File: config.mk
export PLATFORM = sky130hd
export DESIGN_NAME = cnn_layer_accel_result_packer
export DESIGN_NICKNAME = d
export VERILOG_FILES = /design/src/rtl/cnn_layer_accel_result_packer.sv
export SDC_FILE = /design/constraint.sdc
export NUM_CORES = 2
export LEC_CHECK = 0
export ABC_CLOCK_PERIOD_IN_PS = 14910
export BUFFER_PORTS_ARGS = -buffer_cell sky130_fd_sc_hd__buf_2
export CAP_MARGIN = 20
export CELL_PAD_IN_SITES_DETAIL_PLACEMENT = 1
export CELL_PAD_IN_SITES_GLOBAL_PLACEMENT = 2
export CORE_ASPECT_RATIO = 0.7
export CORE_MARGIN = 2
export CORE_UTILIZATION = 51
export CTS_CLUSTER_DIAMETER = 150
export DETAILED_ROUTE_END_ITERATION = 10
export PLACE_DENSITY_LB_ADDON = 0.1
export SYNTH_ARGS = -nofsm -noshare
export SYNTH_HDL_FRONTEND = slang
export SYNTH_SLANG_ARGS = --single-unit
File: constraint.sdc
create_clock -name clk_core -period 14.91 [get_ports clk_core]
set_clock_uncertainty 0.05 [all_clocks]
set_input_delay 2.2365 -clock clk_core [delete_from_list [all_inputs] [get_ports clk_core]]
set_output_delay 2.2365 -clock clk_core [all_outputs]
set_load 0.02 [all_outputs]
File: src/rtl/cnn_layer_accel_result_packer.sv
// cnn_layer_accel_result_packer
//   Packs a stream of 16-bit conv results, 8 to a 128-bit word, into a
//   first-word-fall-through output FIFO. It counts results against a per-job
//   total, flushes the last partial word with a lane mask, and pulses job_done
//   once the FIFO has drained.
//   Optional feature macro: CNN_LAYER_ACCEL_RESULT_RELU_EN. When it is defined,
//   negative results are clamped to zero before they are packed.
module cnn_layer_accel_result_packer #(
    parameter int C_RESULT_WIDTH = 16,
    parameter int C_NUM_LANES    = 8,
    parameter int C_FIFO_DEPTH   = 16
) (
    input  logic                                    clk_core,
    input  logic                                    rst_n,
    input  logic                                    job_start,
    input  logic [21:0]                             num_results_cfg,
    output logic                                    busy,
    output logic                                    job_done,
    input  logic                                    result_valid,
    output logic                                    result_accept,
    input  logic [C_RESULT_WIDTH-1:0]               result_data,
    output logic                                    out_valid,
    input  logic                                    out_ready,
    output logic [C_RESULT_WIDTH*C_NUM_LANES-1:0]   out_data,
    output logic [C_NUM_LANES-1:0]                  out_keep,
    output logic                                    out_last
);

    localparam int LW = $clog2(C_NUM_LANES);
    localparam int AW = $clog2(C_FIFO_DEPTH);
    localparam int DW = C_RESULT_WIDTH * C_NUM_LANES;
    localparam int EW = DW + C_NUM_LANES + 1;

    typedef enum logic [1:0] {S_IDLE, S_PACK, S_DRAIN, S_DONE} state_t;

    state_t                                     r_state, w_state_nxt;
    logic [21:0]                                r_num_cfg;
    logic [21:0]                                r_count;
    logic [LW-1:0]                              r_lane_idx;
    logic [C_NUM_LANES-1:0][C_RESULT_WIDTH-1:0] r_pack;
    logic [C_NUM_LANES-1:0][C_RESULT_WIDTH-1:0] w_word_lanes;
    logic [C_NUM_LANES-1:0]                     w_keep;
    logic [C_RESULT_WIDTH-1:0]                  w_lane_val;
    logic [EW-1:0]                              r_mem [C_FIFO_DEPTH];
    logic [AW:0]                                r_wr_ptr, r_rd_ptr;
    logic                                       w_empty, w_full;
    logic                                       w_take, w_final, w_push, w_pop, w_start;

    // Optional ReLU on the incoming lane value; adds no latency.
`ifdef CNN_LAYER_ACCEL_RESULT_RELU_EN
    assign w_lane_val = result_data[C_RESULT_WIDTH-1] ? '0 : result_data;
`else
    assign w_lane_val = result_data;
`endif

    assign w_start = (r_state == S_IDLE) && job_start;
    assign w_take  = result_valid && result_accept;
    assign w_final = w_take && ((r_count + 22'd1) == r_num_cfg);
    assign w_push  = w_take && ((r_lane_idx == LW'(C_NUM_LANES - 1)) || w_final);
    assign w_pop   = out_valid && out_ready;

    // The outgoing word is the pack register plus the lane being written this cycle.
    // Lanes above the write index are already zero because the register clears on every push.
    for (genvar k = 0; k < C_NUM_LANES; k++) begin : g_lane
        assign w_word_lanes[k] = (r_lane_idx == LW'(k)) ? w_lane_val : r_pack[k];
        assign w_keep[k]       = (LW'(k) <= r_lane_idx);
    end

    // Accept depends only on registered state and FIFO level, never on result_valid.
    assign result_accept = (r_state == S_PACK) && !w_full;
    assign busy          = (r_state != S_IDLE);
    assign job_done      = (r_state == S_DONE);

    // FIFO flags. The extra pointer MSB distinguishes full from empty.
    assign w_empty = (r_wr_ptr == r_rd_ptr);
    assign w_full  = (r_wr_ptr[AW] != r_rd_ptr[AW]) && (r_wr_ptr[AW-1:0] == r_rd_ptr[AW-1:0]);

    // Fall-through head. Outputs are forced to zero while the FIFO is empty,
    // so reset clears them without resetting the storage.
    assign out_valid = !w_empty;
    assign {out_last, out_keep, out_data} = w_empty ? '0 : r_mem[r_rd_ptr[AW-1:0]];

    // FSM state register.
    always_ff @(posedge clk_core or negedge rst_n) begin
        if (!rst_n) r_state <= S_IDLE;
        else        r_state <= w_state_nxt;
    end

    // FSM next state.
    always_comb begin
        w_state_nxt = r_state;
        case (r_state)
            S_IDLE:  if (job_start) w_state_nxt = (num_results_cfg == 22'd0) ? S_DONE : S_PACK;
            S_PACK:  if (w_final)   w_state_nxt = S_DRAIN;
            S_DRAIN: if (w_empty)   w_state_nxt = S_DONE;
            S_DONE:  w_state_nxt = S_IDLE;
            default: w_state_nxt = S_IDLE;
        endcase
    end

    // Job configuration, result counter and lane index.
    always_ff @(posedge clk_core or negedge rst_n) begin
        if (!rst_n) begin
            r_num_cfg  <= '0;
            r_count    <= '0;
            r_lane_idx <= '0;
        end else if (w_start) begin
            r_num_cfg  <= num_results_cfg;
            r_count    <= '0;
            r_lane_idx <= '0;
        end else if (w_take) begin
            r_count    <= r_count + 22'd1;
            r_lane_idx <= w_push ? '0 : r_lane_idx + LW'(1);
        end
    end

    // Pack register: write the indexed lane, clear the whole word when it is pushed.
    always_ff @(posedge clk_core or negedge rst_n) begin
        if (!rst_n) begin
            r_pack <= '0;
        end else if (w_push || w_start) begin
            r_pack <= '0;
        end else if (w_take) begin
            for (int k = 0; k < C_NUM_LANES; k++)
                if (r_lane_idx == LW'(k)) r_pack[k] <= w_lane_val;
        end
    end

    // FIFO storage. Accept is gated by full, so a push never lands on a full FIFO.
    always_ff @(posedge clk_core) begin
        if (w_push) r_mem[r_wr_ptr[AW-1:0]] <= {w_final, w_keep, DW'(w_word_lanes)};
    end

    // FIFO pointers. A push and a pop in the same cycle are both honoured.
    always_ff @(posedge clk_core or negedge rst_n) begin
        if (!rst_n) begin
            r_wr_ptr <= '0;
            r_rd_ptr <= '0;
        end else begin
            if (w_push) r_wr_ptr <= r_wr_ptr + (AW+1)'(1);
            if (w_pop)  r_rd_ptr <= r_rd_ptr + (AW+1)'(1);
        end
    end

endmodule
After elaboration in Yosys (flattened, before gate mapping)
Memory sizes are Yosys's and may differ from the RTL's.
Index checks and enable logic that the tools add are counted.

word-level totals
  bits in registers = 187
  logic and storage cells = 85
  input port bits = 43
  memories = 1
  RAM bits = 2192

memory list
  name   depth  bits a word  read ports  clocked after memory_dff  wr ports  RTL line  RTL
  r_mem  16     137          1           0                         1         44        logic [EW-1:0] r_mem [C_FIFO_DEPTH];

cells by class
  mux-type cells = 23
  equality and inequality tests = 17
  reductions and logical operators = 18
  add/subtract/negate cells = 4
  magnitude comparators = 8

operators with widths
  cell                                                           number
  2-to-1 mux 128 bit                                             2
  2-to-1 mux 137 bit                                             1
  2-to-1 mux 16 bit                                              8
  2-to-1 mux 22 bit                                              2
  adder 22 x 1 -> 22 bit, second input constant                  1
  equality test 22 bit                                           1
  zero test 22 bit                                               1
  equality test 3 bit, second input constant                     4
  less-or-equal comparator 3 bit, first input constant           4
  adder 5 x 1 -> 5 bit, second input constant                    2
  2-to-1 mux 3 bit                                               3
  2-to-1 mux 2 bit                                               4
  one-hot mux 2 bit (4 select lines)                             1
  logical AND 1 bit                                              7
  equality test 3 x 2 -> 1 bit, second input constant            2
  less-or-equal comparator 1 x 3 -> 1 bit, first input constant  2
  less-or-equal comparator 2 x 3 -> 1 bit, first input constant  2
  != test 2 bit, second input constant                           3
  nonzero test 2 bit                                             3
  equality test 5 bit                                            1
  equality test 2 bit, second input constant                     2
  equality test 4 bit                                            1
  adder 3 x 1 -> 3 bit, second input constant                    1
  equality test 3 x 1 -> 1 bit, second input constant            1
  8 further kinds                                                11

Logic depth before layout (Yosys ltp)
  depth after elaboration = 11
  depth in mapped cells = 13

Worst setup path before layout
OpenSTA, ideal clock, no wires.

  path kind = in2reg
  start point = input port result_valid
  end point = memory r_mem[4][0] in the netlist's numbering, enable pin
  required time = 14.059 ns
  data arrival time = 12.381 ns
  setup slack = 1.678 ns
  buffers on the path = 2
  setup time = 0.801 ns
  stages on the path = 5
  path through = and2_1 clkbuf_1 nand2_1 clkbuf_1 nor3_1

between the ends
  longest elaborated chain between the ends = 6

ends and longest elaborated chain
  element                                   RTL line  RTL
  start: declaration                        19        input logic result_valid,
  logical AND 1 bit *                       57        assign w_take = result_valid && result_accept;
  logical AND 1 bit                         58        assign w_final = w_take && ((r_count + 22'd1) == r_num_cfg);
  logical OR 1 bit                          59        assign w_push = w_take && ((r_lane_idx == LW'(C_NUM_LANES - 1)) || w_final);
  logical AND 1 bit *                       59
  2-to-1 mux 1 bit *                        131       if (w_push) r_mem[r_wr_ptr[AW-1:0]] <= {w_final, w_keep, DW'(w_word_lanes)};
  2-to-1 mux 1 bit (not written as such) *  131
  end: declaration                          44

Every way passes the cells marked *; elsewhere a longest branch is shown, timed or not.

Worst setup path after layout
  start point = register r_rd_ptr[0]
  end point = output port out_data[41]

between the ends
  longest elaborated chain between the ends = 2
  elaborated cells on any way between the ends = 3
  those cells by class = eq/ne: 1; mux: 1; memory: 1

ends and longest elaborated chain
  element                                                                   RTL line  RTL
  start: declaration                                                        45        logic [AW:0] r_wr_ptr, r_rd_ptr;
  start signal: assignment                                                  141       if (w_pop) r_rd_ptr <= r_rd_ptr + (AW+1)'(1);
  memory read (16 x 137 bit) / equality test 5 bit (equally long branches)  n/a
  2-to-1 mux 137 bit *                                                      81        assign {out_last, out_keep, out_data} = w_empty ? '0 : r_mem[r_rd_ptr[AW-1:0]];
  end: declaration                                                          24        output logic [C_RESULT_WIDTH*C_NUM_LANES-1:0] out_data,

Marked as above.

==> flow_summary.yaml <==
critical_path:
  crit_start: "r_rd_ptr[0]"
  path_cells: "buf_4 -> buf_4 -> buf_4 -> buf_4 -> mux4_2 -> mux4_2 -> nor2b_1 -> buf_2"
  crit-reg2reg-capture: "r_mem[9][29]"
  cp_data_arrival_time_ns: 6.62
  cp.required_ns: 12.62
  worst_path_most_repeated_cell: "buf_4"
  reg2reg_depth: 13
  cp_max_fo: 44
  end_kind: "output port"
  r2r_start: "r_count[0]"
  crit_path_start_kind: "register"
  slowest_stage: "dfrtp_4"
  path_class: "register to output port"
  r2r_slack_ns: 7.74
  slowest_delay_ns: 0.99
cells_and_area:
  drive_above_1_share_pct: 32.3
  finalNetCount: 4379
  fin_area_sq_mm: 0.104
  final_util_pct: 57.8
  fillers: 14800
  synthToLayoutAreaGrowth_pct: 12.3
power:
  power_density_mw_per_mm2: 186
  power.leakage_nw: 33.7
  peakVddDrop_mv: 0.148
grt:
  grt_first_pass_wirelength_mm: 347
  antenna_found_initial: 15
  gr-total-overflow: 0
  grt_usage_pct: 26.2
  grt_max_degree: 113
  grt_pass1_vias: 46800
timing:
  timing.setup.tns_ns: 0
  hold_ws_ns: 0.437
  hold_violations: 0
  drv_slew: 0
  worst_slack_ns: 6.01
  fin_crit_ns: 8.90
  min_period_over_period_pct: 59.7
  setup_viol: 0
  fmax_mhz: 112
  worstMarginPinSlew_ns: 1.14
  rsz0062_at_grt: "no"
  maxSlewHeadroom_pct: 24.2
min_path:
  min_from: "r_pack[82]"
  hold_path_depth: 1
  holdPathEnd: "r_pack[82]"
  hold_path.class: "register to register"
route:
  wl_per_cell_um: 34.5
  num_vias: 43900
  routed_wl_mm: 238
  first_pass_iters: 7
  antenna_left: 0
  vias_per_cell: 6.35
  drt-initial-drc-count: 5001
  drt_drc_violations_left: 0
cts:
  cts_max_path_buffers: 3
  cts_buffers: 217
  cts_resized: 0
  postCtsHoldBufs: 0
  cts_root_buf: "clkbuf_16"
  clk_latency_ns: 0.85
  clock_sinks: 2379
  path_clk_slew_ns: 0.06
  cts_setup_buffers: 0
  cts_tree: "yes"
  cts.htree.levels: 4
synth:
  synth_cell_type_count: 58
  synth_area_leaders: "edfxtp_1, mux4_2, dfrtp_1"
  ys.flop_type: "edfxtp_1"
  syn_area_sq_mm: 0.0927
  ys_async_sr_fraction_pct: 7.86
  synth_top_area_share_pct: 71.0
  synthCells: 4076
  yosys.area.top_type: "edfxtp_1"
  ys_seq_area_share_pct: 76.1
  synthTopCellsByCount: "edfxtp_1, mux4_2, dfrtp_1, clkbuf_1, nor2b_1"
  synth_edf_count: 2192
  yosysMostFrequentCell: "edfxtp_1"
  avgSynthCellArea_sq_um: 22.7
  ys_warn_count: 0
  syn-num-nets: 4135
  ys_ff_latch: 2379
placed_design:
  place.gp.congestion: 0.732
  io_buffers: 183
  post-place-ws_ns: 6.57
  placed_area_sq_mm: 0.0966
  dp.final_hpwl_mm: 114
floorplan:
  rows: 130
  die_h_um: 361
  start_util_pct: 51.5
  core_sq_mm: 0.180
  fp.dieW_um: 514
  dieArea_sq_mm: 0.185
  io_pins: 184
run:
  drv_cap: 0
run_status:
  status: "completed"
-- through the flow --
stage / cells / power (mW)
after floorplan: 4076 / 12.0
after global placement: 6473 / 13.8
after detailed placement: 6475 / 13.9
after CTS: 6889 / 19.6
after global routing: 6899 / 20.1
final: 6907 / 19.4
-- final cells by class --
cell class                 count  area [sq um]  area share [%]
inverter                      11          41.3          0.0397
tap                         2376          2970            2.86
timing repair buffer         271          1810            1.74
multi-input combinational   1440         21300            20.5
sequential                  2379         70500            67.8
antenna                       16          40.0          0.0385
clock buffer                 324          6330            6.08
clock inverter                90          1050            1.01
-- placed cells by master, fill, tap and decap left out, drive strengths merged, types with 5 or more instances in the layout --
cell type	count
a21oi	11
a32o	114
and2	5
and3	23
buf	271
bufinv	22
clkbuf	324
clkinv	56
clkinvlp	7
dfrtp	187
diode	16
edfxtp	2192
ha	16
inv	16
mux2	130
mux4	685
nand2	105
nand2b	5
nand3	12
nand4	12
nor2	41
nor2b	140
nor3	17
nor4	11
o21ai	8
or3	8
xnor2	34
xor2	22
-- registers in the layout, indices dropped and copies added, names as in the netlist --
| signal | flops |
|---|---|
| r_mem | 2192 |
| r_pack | 128 |
| r_count | 22 |
| r_num_cfg | 22 |
| r_rd_ptr | 5 |
| r_wr_ptr | 5 |
| r_lane_idx | 3 |
| r_state | 2 |
-- critical path, delay by kind of cell, from the launching register on --
family	cells	cell delay, ns
buf+inv	5	3.36
mux	2	1.10
flops	1	0.99
simple gates	1	0.16
-- routing by layer --
metal	up-vias	track usage (%)	routed length [um]
met5	-	0	61
met4	8	5.86	4450
met3	296	3.79	13900
met2	1528	42.6	117000
met1	24300	38.1	103000
li1	17700	-	-
-- power by group --
| part | total [mW] | leakage (nW) | internal, mW | switching (mW) |
|---|---|---|---|---|
| clock network | 5.76 | 3.61 | 3.31 | 2.45 |
| logic | 5.62 | 7.78 | 2.44 | 3.18 |
| registers | 7.98 | 22.3 | 7.80 | 0.186 |
| total | 19.4 | 33.7 | 13.6 | 5.81 |
-- kinds of logic after synthesis --
group	after synthesis	synth area share, %
buffers and inverters	257	1.10
adder cells (fa/ha/maj)	16	0.216
AND/OR/NAND/NOR	395	2.31
AO/OA/AOI/OAI	156	1.54
multiplexers	817	18.2
XOR/XNOR	56	0.529
flip-flops	2379	76.1
-- how the worst max path moves through the flow --
stage	endpoint	depth (start not counted)	slack, ns
floorplan	r_mem[4][0]	5	1.68
global placement	out_data[49]	8	6.62
detailed placement	out_data[41]	8	6.57
CTS	out_data[41]	8	5.68
global route	out_data[40]	8	5.38
finish	out_data[41]	8	6.01
Note: power is estimated with default switching activity, not from simulation.
